==> src/rtl/lsu_pkg.sv <==
// Shared definitions for the load/store unit: funct3 codes, FSM states and
// the access-legality helpers used at request acceptance.
`default_nettype none

package lsu_pkg;

  localparam logic [2:0] F3_B  = 3'd0;
  localparam logic [2:0] F3_H  = 3'd1;
  localparam logic [2:0] F3_W  = 3'd2;
  localparam logic [2:0] F3_BU = 3'd4;
  localparam logic [2:0] F3_HU = 3'd5;

  typedef enum logic [1:0] {
    S_IDLE   = 2'd0,
    S_ACCESS = 2'd1,
    S_WRITE  = 2'd2,
    S_RESP   = 2'd3
  } lsu_state_t;

  function automatic logic misaligned(input logic [2:0] funct3, input logic [1:0] addr_lo);
    case (funct3)
      F3_H, F3_HU: misaligned = addr_lo[0];
      F3_W:        misaligned = (addr_lo != 2'b00);
      default:     misaligned = 1'b0;
    endcase
  endfunction

  function automatic logic illegal_funct3(input logic we, input logic [2:0] funct3);
    if (we) illegal_funct3 = (funct3 > F3_W);
    else    illegal_funct3 = (funct3 == 3'd3) || (funct3 == 3'd6) || (funct3 == 3'd7);
  endfunction

endpackage

`default_nettype wire

==> src/rtl/lsu_lane_align.sv <==
// Combinational lane logic: extracts/extends the addressed load lane and
// builds the merged word for byte/halfword stores (little-endian lanes).
`default_nettype none

module lsu_lane_align
  import lsu_pkg::*;
(
  input  logic [31:0] word,
  input  logic [1:0]  addr_lo,
  input  logic [2:0]  funct3,
  input  logic [31:0] wdata,
  output logic [31:0] load_data,
  output logic [31:0] store_word
);

  logic [7:0]  byte_sel;
  logic [15:0] half_sel;

  always_comb begin
    case (addr_lo)
      2'd0:    byte_sel = word[7:0];
      2'd1:    byte_sel = word[15:8];
      2'd2:    byte_sel = word[23:16];
      default: byte_sel = word[31:24];
    endcase
    half_sel = addr_lo[1] ? word[31:16] : word[15:0];
  end

  always_comb begin
    case (funct3)
      F3_B:    load_data = {{24{byte_sel[7]}}, byte_sel};
      F3_H:    load_data = {{16{half_sel[15]}}, half_sel};
      F3_W:    load_data = word;
      F3_BU:   load_data = {24'd0, byte_sel};
      F3_HU:   load_data = {16'd0, half_sel};
      default: load_data = 32'd0;
    endcase
  end

  always_comb begin
    store_word = word;
    case (funct3)
      F3_B: begin
        case (addr_lo)
          2'd0:    store_word[7:0]   = wdata[7:0];
          2'd1:    store_word[15:8]  = wdata[7:0];
          2'd2:    store_word[23:16] = wdata[7:0];
          default: store_word[31:24] = wdata[7:0];
        endcase
      end
      F3_H: begin
        if (addr_lo[1]) store_word[31:16] = wdata[15:0];
        else            store_word[15:0]  = wdata[15:0];
      end
      default: store_word = wdata;
    endcase
  end

endmodule

`default_nettype wire

==> src/rtl/load_store_unit.sv <==
// RV32I load/store initiator for the RAM data port; one response per request,
// sub-word stores done as read-modify-write.
`default_nettype none

module load_store_unit
  import lsu_pkg::*;
#(
  parameter int DATA_WIDTH = 32,
  parameter int ADDR_WIDTH = 16
) (
  input  logic                  clock,
  input  logic                  reset,
  input  logic                  req_valid,
  output logic                  req_ready,
  input  logic                  req_we,
  input  logic [2:0]            req_funct3,
  input  logic [ADDR_WIDTH-1:0] req_addr,
  input  logic [DATA_WIDTH-1:0] req_wdata,
  output logic                  resp_valid,
  output logic [DATA_WIDTH-1:0] resp_rdata,
  output logic                  resp_err,
  output logic                  wEn,
  output logic [ADDR_WIDTH-1:0] d_address,
  output logic [DATA_WIDTH-1:0] d_write_data,
  input  logic [DATA_WIDTH-1:0] d_read_data
);

  lsu_state_t            state;
  logic                  we_q;
  logic [2:0]            funct3_q;
  logic [1:0]            addr_lo_q;
  logic [DATA_WIDTH-1:0] wdata_q;
  logic                  wen_q;
  logic                  req_bad;
  logic [31:0]           load_data;
  logic [31:0]           store_word;

  assign req_bad = misaligned(req_funct3, req_addr[1:0]) | illegal_funct3(req_we, req_funct3);

  // Reset must suppress a write already in flight at the edge it is sampled.
  assign wEn = wen_q & ~reset;

  lsu_lane_align u_align (
    .word       (d_read_data),
    .addr_lo    (addr_lo_q),
    .funct3     (funct3_q),
    .wdata      (wdata_q),
    .load_data  (load_data),
    .store_word (store_word)
  );

  always_ff @(posedge clock) begin
    if (reset) begin
      state        <= S_IDLE;
      req_ready    <= 1'b1;
      resp_valid   <= 1'b0;
      resp_rdata   <= '0;
      resp_err     <= 1'b0;
      wen_q        <= 1'b0;
      d_address    <= '0;
      d_write_data <= '0;
      we_q         <= 1'b0;
      funct3_q     <= 3'd0;
      addr_lo_q    <= 2'd0;
      wdata_q      <= '0;
    end else begin
      resp_valid <= 1'b0;
      case (state)
        S_IDLE: begin
          if (req_valid) begin
            we_q      <= req_we;
            funct3_q  <= req_funct3;
            addr_lo_q <= req_addr[1:0];
            wdata_q   <= req_wdata;
            d_address <= {req_addr[ADDR_WIDTH-1:2], 2'b00};
            req_ready <= 1'b0;
            if (req_bad) begin
              state      <= S_RESP;
              resp_valid <= 1'b1;
              resp_err   <= 1'b1;
              resp_rdata <= '0;
            end else begin
              state <= S_ACCESS;
              if (req_we && req_funct3 == F3_W) begin
                wen_q        <= 1'b1;
                d_write_data <= req_wdata;
              end
            end
          end
        end
        S_ACCESS: begin
          wen_q <= 1'b0;
          if (we_q && funct3_q != F3_W) begin
            d_write_data <= store_word;
            wen_q        <= 1'b1;
            state        <= S_WRITE;
          end else begin
            state      <= S_RESP;
            resp_valid <= 1'b1;
            resp_err   <= 1'b0;
            resp_rdata <= we_q ? '0 : load_data;
          end
        end
        S_WRITE: begin
          wen_q      <= 1'b0;
          state      <= S_RESP;
          resp_valid <= 1'b1;
          resp_err   <= 1'b0;
          resp_rdata <= '0;
        end
        S_RESP: begin
          state     <= S_IDLE;
          req_ready <= 1'b1;
        end
        default: begin
          state     <= S_IDLE;
          req_ready <= 1'b1;
        end
      endcase
    end
  end

endmodule

`default_nettype wire
==> config.mk <==
export PLATFORM = sky130hd
export DESIGN_NAME = load_store_unit
export DESIGN_NICKNAME = d
export VERILOG_FILES = /design/src/rtl/lsu_pkg.sv /design/src/rtl/lsu_lane_align.sv /design/src/rtl/load_store_unit.sv
export SDC_FILE = /design/constraint.sdc
export NUM_CORES = 1
export LEC_CHECK = 0
export CORE_MARGIN = 5
export CORE_UTILIZATION = 50
export CTS_CLUSTER_DIAMETER = 40
export DETAILED_ROUTE_END_ITERATION = 8
export GPL_TIMING_DRIVEN = 1
export PLACE_DENSITY_LB_ADDON = 0.2
export SLEW_MARGIN = 0
export SYNTH_ARGS = -nofsm -noshare
export SYNTH_HDL_FRONTEND = slang
export SYNTH_HIERARCHICAL = 1
export SYNTH_SLANG_ARGS = --single-unit
==> constraint.sdc <==
create_clock -name clock -period 2.4 [get_ports clock]
set_input_delay 0.48 -clock clock [delete_from_list [all_inputs] [get_ports clock]]
set_output_delay 0.48 -clock clock [all_outputs]
set_load 0.03 [all_outputs]
==> results.py, run 1 <==
metrics = {
    "place": {
        "gp_congestion": 0.906,
        "io_buffer_count": 168,
        "dp_hpwl_mm": 15.0,
    },
    "setup_path": {
        "worst_setup_path_start_kind": "register",
        "r2r_start": "funct3_q[0]$_SDFFE_PP0P_",
        "worstSetupStartpoint": "wen_q$_SDFFE_PP0P_",
        "cp.arrival_ns": 1.61,
        "reg2regPathDepth": 7,
        "crit_slowest_cell": "clkdlybuf4s50_1",
        "criticalPathCategory": "reg2out",
        "path_cells": "nor2b_1 > clkdlybuf4s50_1",
        "crit_path_max_fanout": 2,
        "cp.required_ns": 1.92,
        "worst_r2r_endpoint": "d_write_data[19]$_SDFFE_PP0P_",
        "worst_path_largest_cell_delay_ns": 0.70,
        "endpoint_kind": "output port",
        "reg2reg_slack_ns": 0.35,
    },
    "hold_path": {
        "hold_path_depth": 2,
        "hold_start": "d_address[14]$_SDFFE_PP0P_",
        "hp-class": "reg2reg",
        "hold_end": "d_address[14]$_SDFFE_PP0P_",
    },
    "clock_tree": {
        "cts_hold_buf": 0,
        "clock_sinks": 122,
        "cts.repair.resized": 0,
        "cts_tree": "yes",
        "clk_pin_slew_worst_paths_ns": 0.05,
        "h-tree-depth": 4,
        "postCtsSetupBuffers": 0,
        "cts_buffers": 17,
        "clock-root-buffer": "clkbuf_16",
        "cts_max_path_buffers": 2,
        "clkLatencyLatePin_ns": 0.42,
    },
    "timing": {
        "min_period_over_period_pct": 87.1,
        "rsz0062_at_grt": "no",
        "fmax_mhz": 478,
        "min_period_ns": 2.09,
        "hold_viol": 0,
        "skew_ns": 0.00922,
        "setup_violations": 0,
        "setup_tns_ns": 0,
        "drv_slew": 0,
        "tightest_slew_ns": 1.01,
        "slew_headroom_pct": 32.6,
    },
    "drt": {
        "firstDrtPassIters": 6,
        "vias": 6772,
        "antenna_left": 0,
        "wl_per_cell_um": 18.0,
        "wl_mm": 21.2,
        "post_drt_via_cell_ratio": 5.77,
        "drcViolationCount": 0,
        "drtIter0Drc": 718,
    },
    "synth": {
        "synthCells": 840,
        "synthArstFlopShare_pct": 0,
        "synth_most_common_cell": "nand2_1",
        "synth_simple_gate_area_share_pct": 20.4,
        "synth_top_area_cell": "dfxtp_1",
        "synth.ff_latch_count": 122,
        "synth_area_leaders": "dfxtp_1, nand2_1, a221oi_2, mux2i_1, nand2b_1",
        "seq_area_frac_synth_pct": 34.7,
        "synth.distinct_cells": 61,
        "synth-edff-count": 0,
        "synth_common_cells": "nand2_1, dfxtp_1, a21oi_1, nand2b_1, clkbuf_1",
        "synth_compound_area_share_pct": 25.9,
        "syn_area_sq_um": 7030,
        "yosysWarnings": 6,
        "synth_top_family_by_area": "compound AO/OA/AOI/OAI gates",
        "synthFlopType": "dfxtp_1",
        "yosys.area.top_type_share_pct": 34.7,
        "synth_xor_xnor_area_share_pct": 0,
        "synth_adder_area_share_pct": 0.711,
        "synthMuxAreaShare_pct": 10.7,
        "avgSynthCellArea_sq_um": 8.37,
    },
    "power_and_ir_drop": {
        "p_leak_nw": 3.23,
        "p_int_w": 0.00621,
        "switching_share_pct": 41.5,
        "irDropWorstVdd_uv": 726,
        "p_comb_share_pct": 51.6,
        "pwr_density_cell_nw_per_um2": 1130,
        "seqPwrFrac_pct": 26.3,
        "p_clk_share_pct": 22.1,
        "netSwitchingPower_w": 0.00441,
    },
    "floorplan": {
        "coreArea_sq_um": 13800,
        "die_h_um": 129,
        "dieArea_sq_um": 16500,
        "ios": 171,
        "die_x_um": 129,
        "row_count": 43,
        "start_util_pct": 50.9,
    },
    "grt": {
        "grtUsageTotal_pct": 25.3,
        "grt_pass1_vias": 6538,
        "antenna_found_initial": 0,
        "grt_overflow": 0,
        "grt_max_degree": 73,
        "grt_first_pass_wirelength_mm": 33.6,
    },
    "final_layout": {
        "postLayoutCoreUtil_pct": 68.1,
        "antenna-diode-count": 0,
        "drive_gt1_share_pct": 12.6,
        "syn2layout_area_growth_pct": 33.8,
        "nNetsFinal": 1071,
    },
    "status": {
        "status": "finished clean",
    },
    "run": {
        "max-cap-violations": 0,
    },
}
==> state kept, by name, summed over array words and instances, names as in the netlist <==
register and count:
wen_q 1, addr_lo_q 2, req_ready 1, d_address 14
we_q 1, d_write_data 32, resp_valid 1, resp_rdata 32
wdata_q 32, resp_err 1, state 2, funct3_q 3
==> worst max-delay path by stage <==
stage                                     to  slack [ns]
6_report                                 wEn        0.31
5_1_grt        d_write_data[20]$_SDFFE_PP0P_        0.21
4_1_cts                                  wEn        0.29
3_5_place_dp     resp_rdata[15]$_SDFFE_PP0P_        0.10
3_3_place_gp      resp_rdata[5]$_SDFFE_PP0P_        0.15
2_1_floorplan  d_write_data[10]$_SDFFE_PP0P_        0.67
==> cell families (layout without fill, tap and decap cells) <==
kind of cell | Yosys count | count (layout)
muxes | 64 | 64
AOI/OAI and AO/OA | 230 | 230
adders and majority gates | 4 | 4
and+or+nand+nor | 304 | 304
buffers and inverters | 115 | 267
DFF | 122 | 122
other | 1 | 2
==> power groups by stage <==
stage,combinational [W],sequential [W],clock [W]
2_1_floorplan,0.00325,0.00340,0
3_3_place_gp,0.00541,0.00283,0
3_5_place_dp,0.00545,0.00282,0
4_1_cts,0.00549,0.00279,0.00238
5_1_grt,0.00589,0.00286,0.00247
6_report,0.00548,0.00280,0.00235
==> stage by stage <==
stage                     hold slack [ns]  worst slack [ns]  total power (W)  std cells  cell area [sq um]
final                               0.451             0.310           0.0106       1173               9420
after detailed placement            0.446             0.101          0.00827       1141               8870
after floorplan                     0.433             0.668          0.00665        841               7040
after global placement              0.442             0.147          0.00824       1141               8870
after CTS                           0.453             0.293           0.0107       1173               9420
after global routing                0.469             0.212           0.0112       1173               9420
==> final cells by class <==
cell class | instances | area (sq um)
tap | 180 | 225
multi-input combinational | 604 | 4090
fill | 1151 | 4410
clock inverter | 9 | 72.6
timing repair buffer | 198 | 1980
inverter | 37 | 139
sequential | 122 | 2440
clock buffer | 23 | 468
==> cell usage in the layout (no fill, tap or decap), drive strengths merged, types with 4 or more instances in the layout <==
master,instances
a21boi,9
clkbuf,23
mux2i,45
a21oi,68
clkinv,8
nand3,26
a221o,11
a31oi,9
clkdlybuf4s50,167
inv,36
o31ai,33
a21o,9
nand2b,67
a221oi,33
buf,31
mux2,12
nand3b,6
nor2b,4
nand2,158
ha,4
o211ai,18
mux4,7
o221ai,8
dfxtp,122
o21ai,15
nor2,26
==> metal layers <==
layer	global-route usage, %	up-vias	routed length [um]
li1	-	3265	-
met1	34.2	3185	9110
met2	39.0	281	9780
met3	7.18	41	1810
met4	8.40	0	454
met5	0	-	0
==> worst max-delay path: cells and delay by family, from the launching register on <==
family | cells | cell delay (ns)
simple gates | 1 | 0.17
buf+inv | 1 | 0.70
flops | 1 | 0.31
Note: power is estimated with default switching activity, not from simulation.
==> run 2: changes to the inputs <==
--- a/config.mk
+++ b/config.mk
@@ -5,6 +5,7 @@
 export SDC_FILE = /design/constraint.sdc
 export NUM_CORES = 1
 export LEC_CHECK = 0
+export CORE_ASPECT_RATIO = 2
 export CORE_MARGIN = 5
 export CORE_UTILIZATION = 50
 export CTS_CLUSTER_DIAMETER = 40
==> results.py, run 2 (synthesis results as in run 1) <==
metrics = {
    "status": {
        "status": "finished clean",
    },
    "place": {
        "gp_congestion": 0.970,
        "placed_area_sq_um": 8980,
        "io_buffer_count": 168,
        "dp_hpwl_mm": 16.5,
    },
    "final_layout": {
        "nNetsFinal": 1079,
        "syn2layout_area_growth_pct": 36.5,
        "reg_top3": "d_write_data: 32 flops, resp_rdata: 32 flops, wdata_q: 32 flops",
        "n_fill_cell": 1177,
        "final_common_cell": "clkdlybuf4s50_1",
        "final_cell_mix": "clkdlybuf4s50_1, nand2_1, dfxtp_1",
        "drive_gt1_share_pct": 13.6,
        "antenna-diode-count": 0,
        "stdcell_area_sq_um": 9600,
    },
    "grt": {
        "grt_overflow": 0,
        "grt_max_degree": 123,
        "grt_pass1_vias": 6707,
        "grtUsageTotal_pct": 26.9,
        "antenna_found_initial": 0,
        "grt_first_pass_wirelength_mm": 35.0,
    },
    "timing": {
        "min_period_ns": 2.07,
        "hold_viol": 0,
        "drv_slew": 0,
        "min_period_over_period_pct": 86.0,
        "setup_violations": 0,
        "skew_ns": 0.00899,
        "setup_tns_ns": 0,
        "tightest_slew_ns": 0.950,
        "fmax_mhz": 484,
        "rsz0062_at_grt": "no",
        "slew_headroom_pct": 36.4,
    },
    "floorplan": {
        "die_h_um": 178,
        "row_count": 61,
        "ios": 171,
        "dieArea_sq_um": 16700,
        "die_x_um": 93.9,
        "start_util_pct": 50.6,
        "coreArea_sq_um": 13900,
    },
    "setup_path": {
        "path_cells": "or2_2 > a21oi_2 > a221o_1 > nand2b_1 > o31ai_1 > a221oi_2",
        "worst_path_largest_cell_delay_ns": 0.45,
        "crit_path_max_fanout": 11,
        "cp.required_ns": 2.73,
        "worst_setup_path_start_kind": "register",
        "criticalPathCategory": "reg2reg",
        "cp.arrival_ns": 2.40,
        "crit_slowest_cell": "or2_2",
        "worstSetupStartpoint": "funct3_q[2]$_SDFFE_PP0P_",
        "endpoint_kind": "register",
        "reg2regPathDepth": 6,
        "r2r_start": "funct3_q[2]$_SDFFE_PP0P_",
    },
    "power_and_ir_drop": {
        "irDropWorstVdd_uv": 1100,
        "p_leak_nw": 3.31,
        "pwr_density_cell_nw_per_um2": 1170,
    },
    "drt": {
        "drtIter0Drc": 472,
        "wl_mm": 22.5,
        "vias": 6875,
        "antenna_left": 0,
        "wl_per_cell_um": 18.9,
        "firstDrtPassIters": 5,
        "drcViolationCount": 0,
        "post_drt_via_cell_ratio": 5.78,
    },
    "clock_tree": {
        "clkLatencyLatePin_ns": 0.42,
        "cts_hold_buf": 0,
        "clk_pin_slew_worst_paths_ns": 0.06,
        "clock-root-buffer": "clkbuf_16",
        "clock_sinks": 122,
        "cts_tree": "yes",
        "cts_max_path_buffers": 2,
        "cts.repair.resized": 0,
        "cts_buffers": 17,
        "h-tree-depth": 4,
        "postCtsSetupBuffers": 0,
    },
    "hold_path": {
        "hold_start": "d_address[8]$_SDFFE_PP0P_",
        "hold_path_depth": 2,
        "hp-class": "reg2reg",
    },
    "run": {
        "max-cap-violations": 0,
    },
}
-- run 2: cell types whose count changed in the layout (fill, tap and decap cells not counted), sizes merged --
cell / change
buf: +8
clkbuf: -4
clkinv: -4
clkinvlp: +3
inv: +3
bufinv: +2
-- run 2: critical path, delay by kind of cell (launching register included) --
kind,cells,cell delay (ns)
AOI/OAI and AO/OA,4,1.01
DFF,1,0.42
and+or+nand+nor,2,0.55
-- run 2: final cells by class --
type | count | area (sq um) | share of cell area [%]
repair buffers | 206 | 2080 | 21.6
inverters | 37 | 139 | 1.45
multi-input cells | 604 | 4090 | 42.6
clock buffers | 19 | 453 | 4.72
well taps | 189 | 236 | 2.46
flip-flops and latches | 122 | 2440 | 25.5
clock inverters | 13 | 165 | 1.72
-- run 2: metal layers --
| metal | routed length, um | global-route usage, % | up-vias |
|---|---|---|---|
| li1 | - | - | 3282 |
| met1 | 8070 | 28.5 | 3249 |
| met2 | 11600 | 47.6 | 264 |
| met3 | 1290 | 4.50 | 80 |
| met4 | 1540 | 17.7 | 0 |
| met5 | 0 | 0 | - |
-- run 2: path summary, 6_finish.rpt --
path / to / slack (ns)
hold reg to reg: d_address[8]$_SDFFE_PP0P_ / 0.45
hold / removal: d_address[8]$_SDFFE_PP0P_ / 0.45
setup reg to reg: d_write_data[13]$_SDFFE_PP0P_ / 0.33
setup / recovery: d_write_data[13]$_SDFFE_PP0P_ / 0.33
-- run 2: power by group --
part	total, W	switching [W]	internal, W
combinational	0.00574	0.00333	0.00240
clock	0.00269	0.000992	0.00169
sequential	0.00283	0.000338	0.00249
-- run 2: per-stage QoR --
stage / total power, W / setup slack (ns) / cells / utilization (%) / hold WS (ns)
after floorplan: 0.00665 / 0.668 / 841 / - / 0.433
after detailed placement: 0.00859 / 0.126 / 1158 / 64.7 / 0.446
after global routing: 0.0118 / 0.201 / 1190 / 69.1 / 0.475
after CTS: 0.0113 / 0.328 / 1190 / 69.1 / 0.453
final: 0.0113 / 0.335 / 1190 / 69.1 / 0.454
after global placement: 0.00853 / 0.157 / 1158 / 64.7 / 0.441
